===== src/rtl/adc_align_pkg.sv =====
// Shared types and defaults for the ADC bring-up sequencer and its per-lane bitslip trainers.
package adc_align_pkg;

  typedef enum logic [2:0] {
    ST_IDLE,
    ST_RST,
    ST_CFG_WAIT,
    ST_SYNC,
    ST_TRAIN,
    ST_DONE,
    ST_FAIL
  } seq_state_e;

  typedef enum logic [2:0] {
    LN_CHECK,
    LN_SLIP,
    LN_SETTLE,
    LN_LOCKED,
    LN_LFAIL
  } lane_state_e;

  localparam logic [7:0] TRAIN_PATTERN_DEF = 8'hA5;

  function automatic int max2(input int a, input int b);
    return (a > b) ? a : b;
  endfunction

endpackage


===== src/rtl/lane_align_ctrl.sv =====
// Per-lane word aligner: checks the training word, pulses bitslip on mismatch, then settles.
// Lock/fail flags survive en_i dropping so they stay visible in DONE/FAIL until clr_i.
module lane_align_ctrl
  import adc_align_pkg::*;
#(
  parameter int               DESER         = 8,
  parameter logic [DESER-1:0] TRAIN_PATTERN = DESER'(TRAIN_PATTERN_DEF),
  parameter int               SETTLE_CYCLES = 4,
  parameter int               MATCH_COUNT   = 16,
  parameter int               MAX_SLIPS     = 16
) (
  input  logic             clk_i,
  input  logic             reset_i,
  input  logic             clr_i,
  input  logic             en_i,
  input  logic [DESER-1:0] word_i,
  output logic             bitslip_o,
  output logic             locked_o,
  output logic             fail_o
);

  localparam int MW = $clog2(MATCH_COUNT + 1);
  localparam int SW = (MAX_SLIPS > 0) ? $clog2(MAX_SLIPS + 1) : 1;
  localparam int TW = $clog2(SETTLE_CYCLES + 1);

  localparam logic [MW-1:0] MATCH_LAST  = MW'(MATCH_COUNT - 1);
  localparam logic [MW-1:0] MATCH_FULL  = MW'(MATCH_COUNT);
  localparam logic [SW-1:0] SLIP_MAX    = SW'(MAX_SLIPS);
  localparam logic [TW-1:0] SETTLE_LAST = TW'(SETTLE_CYCLES - 1);

  lane_state_e   state_q;
  logic [MW-1:0] match_q;
  logic [SW-1:0] slip_q;
  logic [TW-1:0] settle_q;
  logic          bitslip_q;
  logic          locked_q;
  logic          fail_q;

  always_ff @(posedge clk_i) begin
    if (reset_i) begin
      state_q   <= LN_CHECK;
      match_q   <= '0;
      slip_q    <= '0;
      settle_q  <= '0;
      bitslip_q <= 1'b0;
      locked_q  <= 1'b0;
      fail_q    <= 1'b0;
    end else if (!en_i) begin
      state_q   <= LN_CHECK;
      match_q   <= '0;
      slip_q    <= '0;
      settle_q  <= '0;
      bitslip_q <= 1'b0;
      if (clr_i) begin
        locked_q <= 1'b0;
        fail_q   <= 1'b0;
      end
    end else begin
      case (state_q)
        LN_CHECK: begin
          if (word_i == TRAIN_PATTERN) begin
            if (match_q == MATCH_LAST) begin
              state_q  <= LN_LOCKED;
              match_q  <= MATCH_FULL;
              locked_q <= 1'b1;
            end else begin
              match_q <= match_q + 1'b1;
            end
          end else begin
            // Any mismatch restarts the run of consecutive matches.
            match_q <= '0;
            if (slip_q == SLIP_MAX) begin
              state_q <= LN_LFAIL;
              fail_q  <= 1'b1;
            end else begin
              state_q   <= LN_SLIP;
              bitslip_q <= 1'b1;
              slip_q    <= slip_q + 1'b1;
            end
          end
        end
        LN_SLIP: begin
          state_q   <= LN_SETTLE;
          bitslip_q <= 1'b0;
          settle_q  <= '0;
        end
        LN_SETTLE: begin
          if (settle_q == SETTLE_LAST) state_q <= LN_CHECK;
          else settle_q <= settle_q + 1'b1;
        end
        LN_LOCKED, LN_LFAIL: ;
        default: state_q <= LN_CHECK;
      endcase
    end
  end

  assign bitslip_o = bitslip_q;
  assign locked_o  = locked_q;
  assign fail_o    = fail_q;

endmodule


===== src/rtl/adc_lane_align_seq.sv =====
// ADC bring-up sequencer: reset pulse, wait for SPI config, SYNC pulse, then per-lane bitslip training.
// Outputs are registered; bitslip is additionally masked outside TRAIN so DONE/FAIL never slip.
module adc_lane_align_seq
  import adc_align_pkg::*;
#(
  parameter int               NUM_LANES     = 10,
  parameter int               DESER         = 8,
  parameter logic [DESER-1:0] TRAIN_PATTERN = DESER'(TRAIN_PATTERN_DEF),
  parameter int               RST_CYCLES    = 16,
  parameter int               SYNC_CYCLES   = 4,
  parameter int               SETTLE_CYCLES = 4,
  parameter int               MATCH_COUNT   = 16,
  parameter int               MAX_SLIPS     = 16
) (
  input  logic                       clk_i,
  input  logic                       reset_i,
  input  logic                       start_i,
  input  logic                       cfg_done_i,
  input  logic [NUM_LANES*DESER-1:0] lane_data_i,
  output logic                       adc_rst_n_o,
  output logic                       adc_sync_o,
  output logic [NUM_LANES-1:0]       bitslip_o,
  output logic [NUM_LANES-1:0]       lane_locked_o,
  output logic [NUM_LANES-1:0]       lane_fail_o,
  output logic                       busy_o,
  output logic                       done_o,
  output logic                       fail_o
);

  localparam int TMR_MAX = max2(RST_CYCLES, SYNC_CYCLES + SETTLE_CYCLES);
  localparam int TW      = $clog2(TMR_MAX + 1);

  localparam logic [TW-1:0] RST_LAST  = TW'(RST_CYCLES - 1);
  localparam logic [TW-1:0] SYNC_LAST = TW'(SYNC_CYCLES - 1);
  localparam logic [TW-1:0] SEQ_LAST  = TW'(SYNC_CYCLES + SETTLE_CYCLES - 1);

  seq_state_e           state_q;
  logic [TW-1:0]        tmr_q;
  logic                 adc_rst_n_q;
  logic                 adc_sync_q;
  logic                 busy_q;
  logic                 done_q;
  logic                 fail_q;
  logic [NUM_LANES-1:0] slip_raw;
  logic [NUM_LANES-1:0] lane_locked;
  logic [NUM_LANES-1:0] lane_fail;
  logic                 start_ok;
  logic                 train;

  assign start_ok = start_i && ((state_q == ST_IDLE) || (state_q == ST_DONE) || (state_q == ST_FAIL));
  assign train    = (state_q == ST_TRAIN);

  always_ff @(posedge clk_i) begin
    if (reset_i) begin
      state_q     <= ST_IDLE;
      tmr_q       <= '0;
      adc_rst_n_q <= 1'b1;
      adc_sync_q  <= 1'b0;
      busy_q      <= 1'b0;
      done_q      <= 1'b0;
      fail_q      <= 1'b0;
    end else begin
      case (state_q)
        ST_IDLE, ST_DONE, ST_FAIL: begin
          if (start_i) begin
            state_q     <= ST_RST;
            tmr_q       <= '0;
            adc_rst_n_q <= 1'b0;
            busy_q      <= 1'b1;
            done_q      <= 1'b0;
            fail_q      <= 1'b0;
          end
        end
        ST_RST: begin
          if (tmr_q == RST_LAST) begin
            state_q     <= ST_CFG_WAIT;
            tmr_q       <= '0;
            adc_rst_n_q <= 1'b1;
          end else begin
            tmr_q <= tmr_q + 1'b1;
          end
        end
        ST_CFG_WAIT: begin
          if (cfg_done_i) begin
            state_q    <= ST_SYNC;
            tmr_q      <= '0;
            adc_sync_q <= 1'b1;
          end
        end
        ST_SYNC: begin
          // One timer covers the SYNC high phase followed by the post-SYNC settle.
          if (tmr_q == SEQ_LAST) begin
            state_q    <= ST_TRAIN;
            tmr_q      <= '0;
            adc_sync_q <= 1'b0;
          end else begin
            tmr_q <= tmr_q + 1'b1;
            if (tmr_q == SYNC_LAST) adc_sync_q <= 1'b0;
          end
        end
        ST_TRAIN: begin
          if (|lane_fail) begin
            state_q <= ST_FAIL;
            busy_q  <= 1'b0;
            fail_q  <= 1'b1;
          end else if (&lane_locked) begin
            state_q <= ST_DONE;
            busy_q  <= 1'b0;
            done_q  <= 1'b1;
          end
        end
        default: state_q <= ST_IDLE;
      endcase
    end
  end

  for (genvar i = 0; i < NUM_LANES; i++) begin : g_lane
    lane_align_ctrl #(
      .DESER        (DESER),
      .TRAIN_PATTERN(TRAIN_PATTERN),
      .SETTLE_CYCLES(SETTLE_CYCLES),
      .MATCH_COUNT  (MATCH_COUNT),
      .MAX_SLIPS    (MAX_SLIPS)
    ) u_lane (
      .clk_i    (clk_i),
      .reset_i  (reset_i),
      .clr_i    (start_ok),
      .en_i     (train),
      .word_i   (lane_data_i[i*DESER +: DESER]),
      .bitslip_o(slip_raw[i]),
      .locked_o (lane_locked[i]),
      .fail_o   (lane_fail[i])
    );
  end

  assign adc_rst_n_o   = adc_rst_n_q;
  assign adc_sync_o    = adc_sync_q;
  assign bitslip_o     = slip_raw & {NUM_LANES{train}};
  assign lane_locked_o = lane_locked;
  assign lane_fail_o   = lane_fail;
  assign busy_o        = busy_q;
  assign done_o        = done_q;
  assign fail_o        = fail_q;

endmodule


===== config.mk =====
export PLATFORM = sky130hd
export DESIGN_NAME = adc_lane_align_seq
export DESIGN_NICKNAME = d
export VERILOG_FILES = /design/src/rtl/adc_align_pkg.sv /design/src/rtl/lane_align_ctrl.sv /design/src/rtl/adc_lane_align_seq.sv
export SDC_FILE = /design/constraint.sdc
export NUM_CORES = 1
export LEC_CHECK = 0
export ABC_AREA = 1
export CAP_MARGIN = 20
export CELL_PAD_IN_SITES_DETAIL_PLACEMENT = 0
export CELL_PAD_IN_SITES_GLOBAL_PLACEMENT = 2
export CORE_ASPECT_RATIO = 0.7
export CORE_MARGIN = 2
export CORE_UTILIZATION = 35
export DETAILED_ROUTE_END_ITERATION = 7
export PLACE_DENSITY_LB_ADDON = 0.1
export SLEW_MARGIN = 20
export SYNTH_ARGS = -nofsm -noshare
export SYNTH_HDL_FRONTEND = slang
export SYNTH_HIERARCHICAL = 1
export SYNTH_SLANG_ARGS = --single-unit

===== constraint.sdc =====
create_clock -name clk_i -period 3.6 [get_ports clk_i]
set_input_delay 1.08 -clock clk_i [delete_from_list [all_inputs] [get_ports clk_i]]
set_output_delay 1.08 -clock clk_i [all_outputs]
set_load 0.02 [all_outputs]

### Word level (Yosys, flattened, before mapping)

Cells that the tools add are included.

* add/sub/neg operators: 31
* equality and inequality tests: 198
* muxes and demuxes: 229
* bitwise logic cells: 32
* reductions and logical operators: 120

Operator list (count)
* 3-bit 2-to-1 mux: 56
* 5-bit 2-to-1 mux: 24
* 3-bit one-hot mux with 4 select lines: 10
* 1-bit 2-to-1 mux: 112
* 5-bit by 1-bit adder with 5-bit output (second input constant): 21
* 3-bit AND reduction: 35
* 2-bit != test (second input constant): 51
* 3-bit by 2-bit equality test with 1-bit output (second input constant): 32
* 2-bit by 1-bit != test with 1-bit output (second input constant): 46
* 4-bit AND reduction: 21
* 8-bit equality test (second input constant): 10
* 3-bit one-hot mux with 2 select lines: 10
* 5-bit by 4-bit equality test with 1-bit output (second input constant): 11
* 5-bit equality test (second input constant): 10
* 2-bit nonzero test: 24
* 3-bit equality test (second input constant): 13
* 3-bit != test (second input constant): 12
* 3-bit by 1-bit equality test with 1-bit output (second input constant): 11
* 3-bit zero test: 11
* 1-bit inverter: 31
* 3-bit by 1-bit adder with 3-bit output (second input constant): 10
* 1-bit one-hot mux with 2 select lines: 15
* 2-bit OR reduction: 11
* 5-bit one-hot mux with 4 select lines: 1
* other kinds (12): 22

* register bits: 203
* output and inout bits: 35
* word-level logic and storage cells: 687

### Depth between registers and ports, before layout

* word-level depth: 6
* mapped depth: 11

### Cells and area by module

Netlist, hierarchy kept.

Modules (own cells, without submodules)
* lane_align_ctrl (g_lane[2].u_lane ...): instances 7, cells each 157, area an instance 1081.0 µm², sequential area each 380.4 µm²
* lane_align_ctrl (g_lane[0].u_lane ...): instances 2, cells each 141, area an instance 1034.7 µm², sequential area each 380.4 µm²
* adc_lane_align_seq: instances 1, cells each 176, area an instance 1087.3 µm², sequential area each 260.2 µm²
* lane_align_ctrl (g_lane[9].u_lane): instances 1, cells each 147, area an instance 1081.0 µm², sequential area each 380.4 µm²

### Worst setup path before layout

No wires, ideal clock.

* path kind: register to output
* start: register, netlist name state_q[2]
* end: output port bitslip_o[0]
* arrival time: 1.670 ns
* required time: 2.520 ns
* path slack: 0.850 ns
* cell stages (with the launch flop): 6
* buffers on the path: 1
* cell sequence: dfxtp_1 -> inv_2 -> nor3_4 -> inv_2 -> clkbuf_1 -> nor2_1

RTL lines
* end, declared: line adc_lane_align_seq.sv:22 `output logic [NUM_LANES-1:0] bitslip_o,`

==> reports/qor.yml <==
logic_synthesis:
  synthXorXnorAreaFrac: 0.0289
  seq_area_frac_synth: 0.344
  syn_nets: 1852
  yosysWarnings: 6
  ys_seq_elements: 203
  yosys.area_share.simple: 0.347
  synth_area_mm2: 0.0118
  synth-compound-area-share: 0.119
  synth_mux_area_frac: 0
  avgSynthCellArea_um2: 6.93
  synthAdderAreaFrac: 0.0685
  synth_cells: 1704
  ys_types: 35
  synth_top_family_by_area: "simple AND/OR/NAND/NOR gates"
sta:
  fin_tns_setup_ns: 0
  hold_viol: 0
  fin_crit_sh: 0.944
  clock.fmax_mhz: 294
  rsz0062_at_grt: "no"
  setup_viol: 0
  setup_ws_ns: 0.202
  finClkSkew_ns: 0.00872
  finalMaxSlewViolations: 0
  slew_headroom: 0.622
  timing.hold.ws_ns: 0.464
  timing.final.crit_period_ns: 3.40
  tightest_slew_ns: 0.567
placed_design:
  io_buffers: 118
  dp_slack_ns: 0.627
  gp_congestion: 0.765
  hpwl_um: 21400
route:
  firstDrtPassIters: 5
  viasPerCell: 4.59
  via_count: 10500
  ant_nets: 0
  wl_um: 28700
  drc_errors: 0
  drt_first_iter_violations: 485
  wire_per_inst_um: 12.5
cts:
  post-cts-setup-buffers: 0
  clk_pin_slew_ns: 0.06
  cts_tree: "yes"
  worstSkewPairLatency_ns: 0.53
  clock-sinks: 203
  ctsLongestPathBuffers: 3
  cts.root.buffer_cell: "clkbuf_16"
  cts_max_level: 1
  cts_buffers: 24
final_layout:
  multi_input_area_mm2: 0.00665
  final-seq-area_mm2: 0.00407
  antenna_cells: 0
  fin_nets: 1994
  drive_above_1_share: 0.101
  fillers: 3456
  area.growth.synth_to_final_pct: 21.4
floorplan:
  coreArea_mm2: 0.0334
  die_h_um: 158
  io_pins: 119
  die_w_um: 224
  die_area_mm2: 0.0352
  start_util: 0.354
  rows: 56
worst_setup_path:
  critPathKind: "flip-flop to output port"
  path_max_fanout: 13
  start_kind: "flip-flop"
  cp_data_required_time_ns: 2.52
  critPathArrivalTime_ns: 2.32
  worstSetupEndpointType: "output port"
power_and_ir_drop:
  combPwrFrac: 0.267
  p_leak_nw: 5.81
  swShare: 0.339
  internal-power_w: 0.00456
  netSwitchingPower_w: 0.00234
  seqPwrFrac: 0.362
  clockPowerShare: 0.371
  powerDensity_mw_per_mm2: 481
  vdd_drop_max_v: 0.000283
hold_path:
  hold_path_class: "flip-flop to flip-flop"
global_route:
  grt_max_degree: 24
  grt_overflow_total: 0
  grt_pass1_vias: 9507
  grt_pass1_wl_um: 47600
  grt_usage: 0.163
  antenna_found_initial: 0
outcome:
  status: "completed"
run:
  drv_cap: 0
power by group through the flow:
stage / combinational (W) / sequential [W] / clock (W)
2_1_floorplan: 0.00132 / 0.00252 / 0
3_3_place_gp: 0.00188 / 0.00255 / 0
3_5_place_dp: 0.00186 / 0.00255 / 0
4_1_cts: 0.00187 / 0.00250 / 0.00266
5_1_grt: 0.00210 / 0.00252 / 0.00274
6_report: 0.00184 / 0.00250 / 0.00256
critical path: stages, from the launching register on:
cell             delay (ns)
dfxtp_1                0.42
nor3_4                 0.25
inv_2                  0.25
nor2_1                 0.24
clkdlybuf4s50_1        0.63
stage by stage:
step,area [um^2],instances,total power [W],util
finish,14300,2299,0.00690,0.430
global route,14300,2299,0.00736,0.430
CTS,14300,2299,0.00702,0.430
detailed placement,13500,2255,0.00441,0.405
global placement,13500,2255,0.00443,0.405
floorplan,11800,1704,0.00384,-
path summary, 6_finish.rpt:
check	startpoint	endpoint	slack, ns	cells past startpoint
worst max register to register	state_q[0]	g_lane[9].u_lane/bitslip_o	1.41	6
worst min-delay path	g_lane[4].u_lane/match_q[3]	g_lane[4].u_lane/match_q[3]	0.46	2
worst min register to register	g_lane[4].u_lane/match_q[3]	g_lane[4].u_lane/match_q[3]	0.46	2
worst max-delay path	state_q[0]	bitslip_o[1]	0.20	4
flip-flops by register name, summed over array words and instances (netlist names):
register                 cells
adc_sync_o                   1
g_lane.u_lane/settle_q      30
g_lane.u_lane/state_q       30
state_q                      3
g_lane.u_lane/bitslip_o     10
busy_o                       1
fail_o                       1
g_lane.u_lane/fail_o        10
done_o                       1
adc_rst_n_o                  1
g_lane.u_lane/slip_q        50
g_lane.u_lane/match_q       50
g_lane.u_lane/locked_o      10
tmr_q                        5
cells by family (layout without fill, tap and decap cells):
group	after synthesis	in the layout
simple gates	847	847
buf+inv	288	448
compound gates	263	263
flops	203	203
fa+ha+maj	64	64
xor+xnor	39	39
timing repair:
item | CTS | global route
hold buffers | 0 | 0
gates resized for setup | 0 | 1
endpoints found under the setup margin | 0 | 4
hold endpoints to repair | 0 | 0
layout make-up:
class | count | area share
clock inverters | 6 | 0.00733
clock buffers | 38 | 0.0498
repair buffers | 120 | 0.0831
flip-flops and latches | 203 | 0.284
well taps | 435 | 0.0380
inverters | 284 | 0.0747
multi-input cells | 1213 | 0.464
layer usage:
layer,up-vias,global-route usage,part of all wire
li1,5720,-,-
met1,4671,0.240,0.54
met2,114,0.250,0.41
met3,38,0.0291,0.035
met4,0,0.0321,0.018
met5,-,0,0
layout by cell type, fill, tap and decap left out, types with 25 or more instances in the layout:
cell             instances
a21oi_1                153
clkbuf_16               25
clkdlybuf4s50_1        117
dfxtp_1                202
ha_1                    63
inv_1                  226
inv_2                   46
nand2_1                334
nand3_1                160
nor2_1                 242
nor2_4                  27
o21ai_0                 73
cell usage after synthesis, drive strengths merged:
library cell | number | area share
a21oi | 158 | 0.069
a31oi | 1 | 0.00053
buf | 3 | 0.0018
clkbuf | 1 | 0.00032
clkinv | 11 | 0.0035
dfxtp | 203 | 0.34
fa | 1 | 0.0017
ha | 63 | 0.067
inv | 273 | 0.087
nand2 | 368 | 0.13
nand3 | 165 | 0.073
nand3b | 1 | 0.00064
nand4 | 23 | 0.012
nor2 | 287 | 0.13
nor3 | 2 | 0.0018
nor3b | 1 | 0.0011
o21a | 9 | 0.0057
o21ai | 94 | 0.043
o311ai | 1 | 0.00074
xnor2 | 20 | 0.015
xor2 | 19 | 0.014
Power figures use the tool's default switching activity.
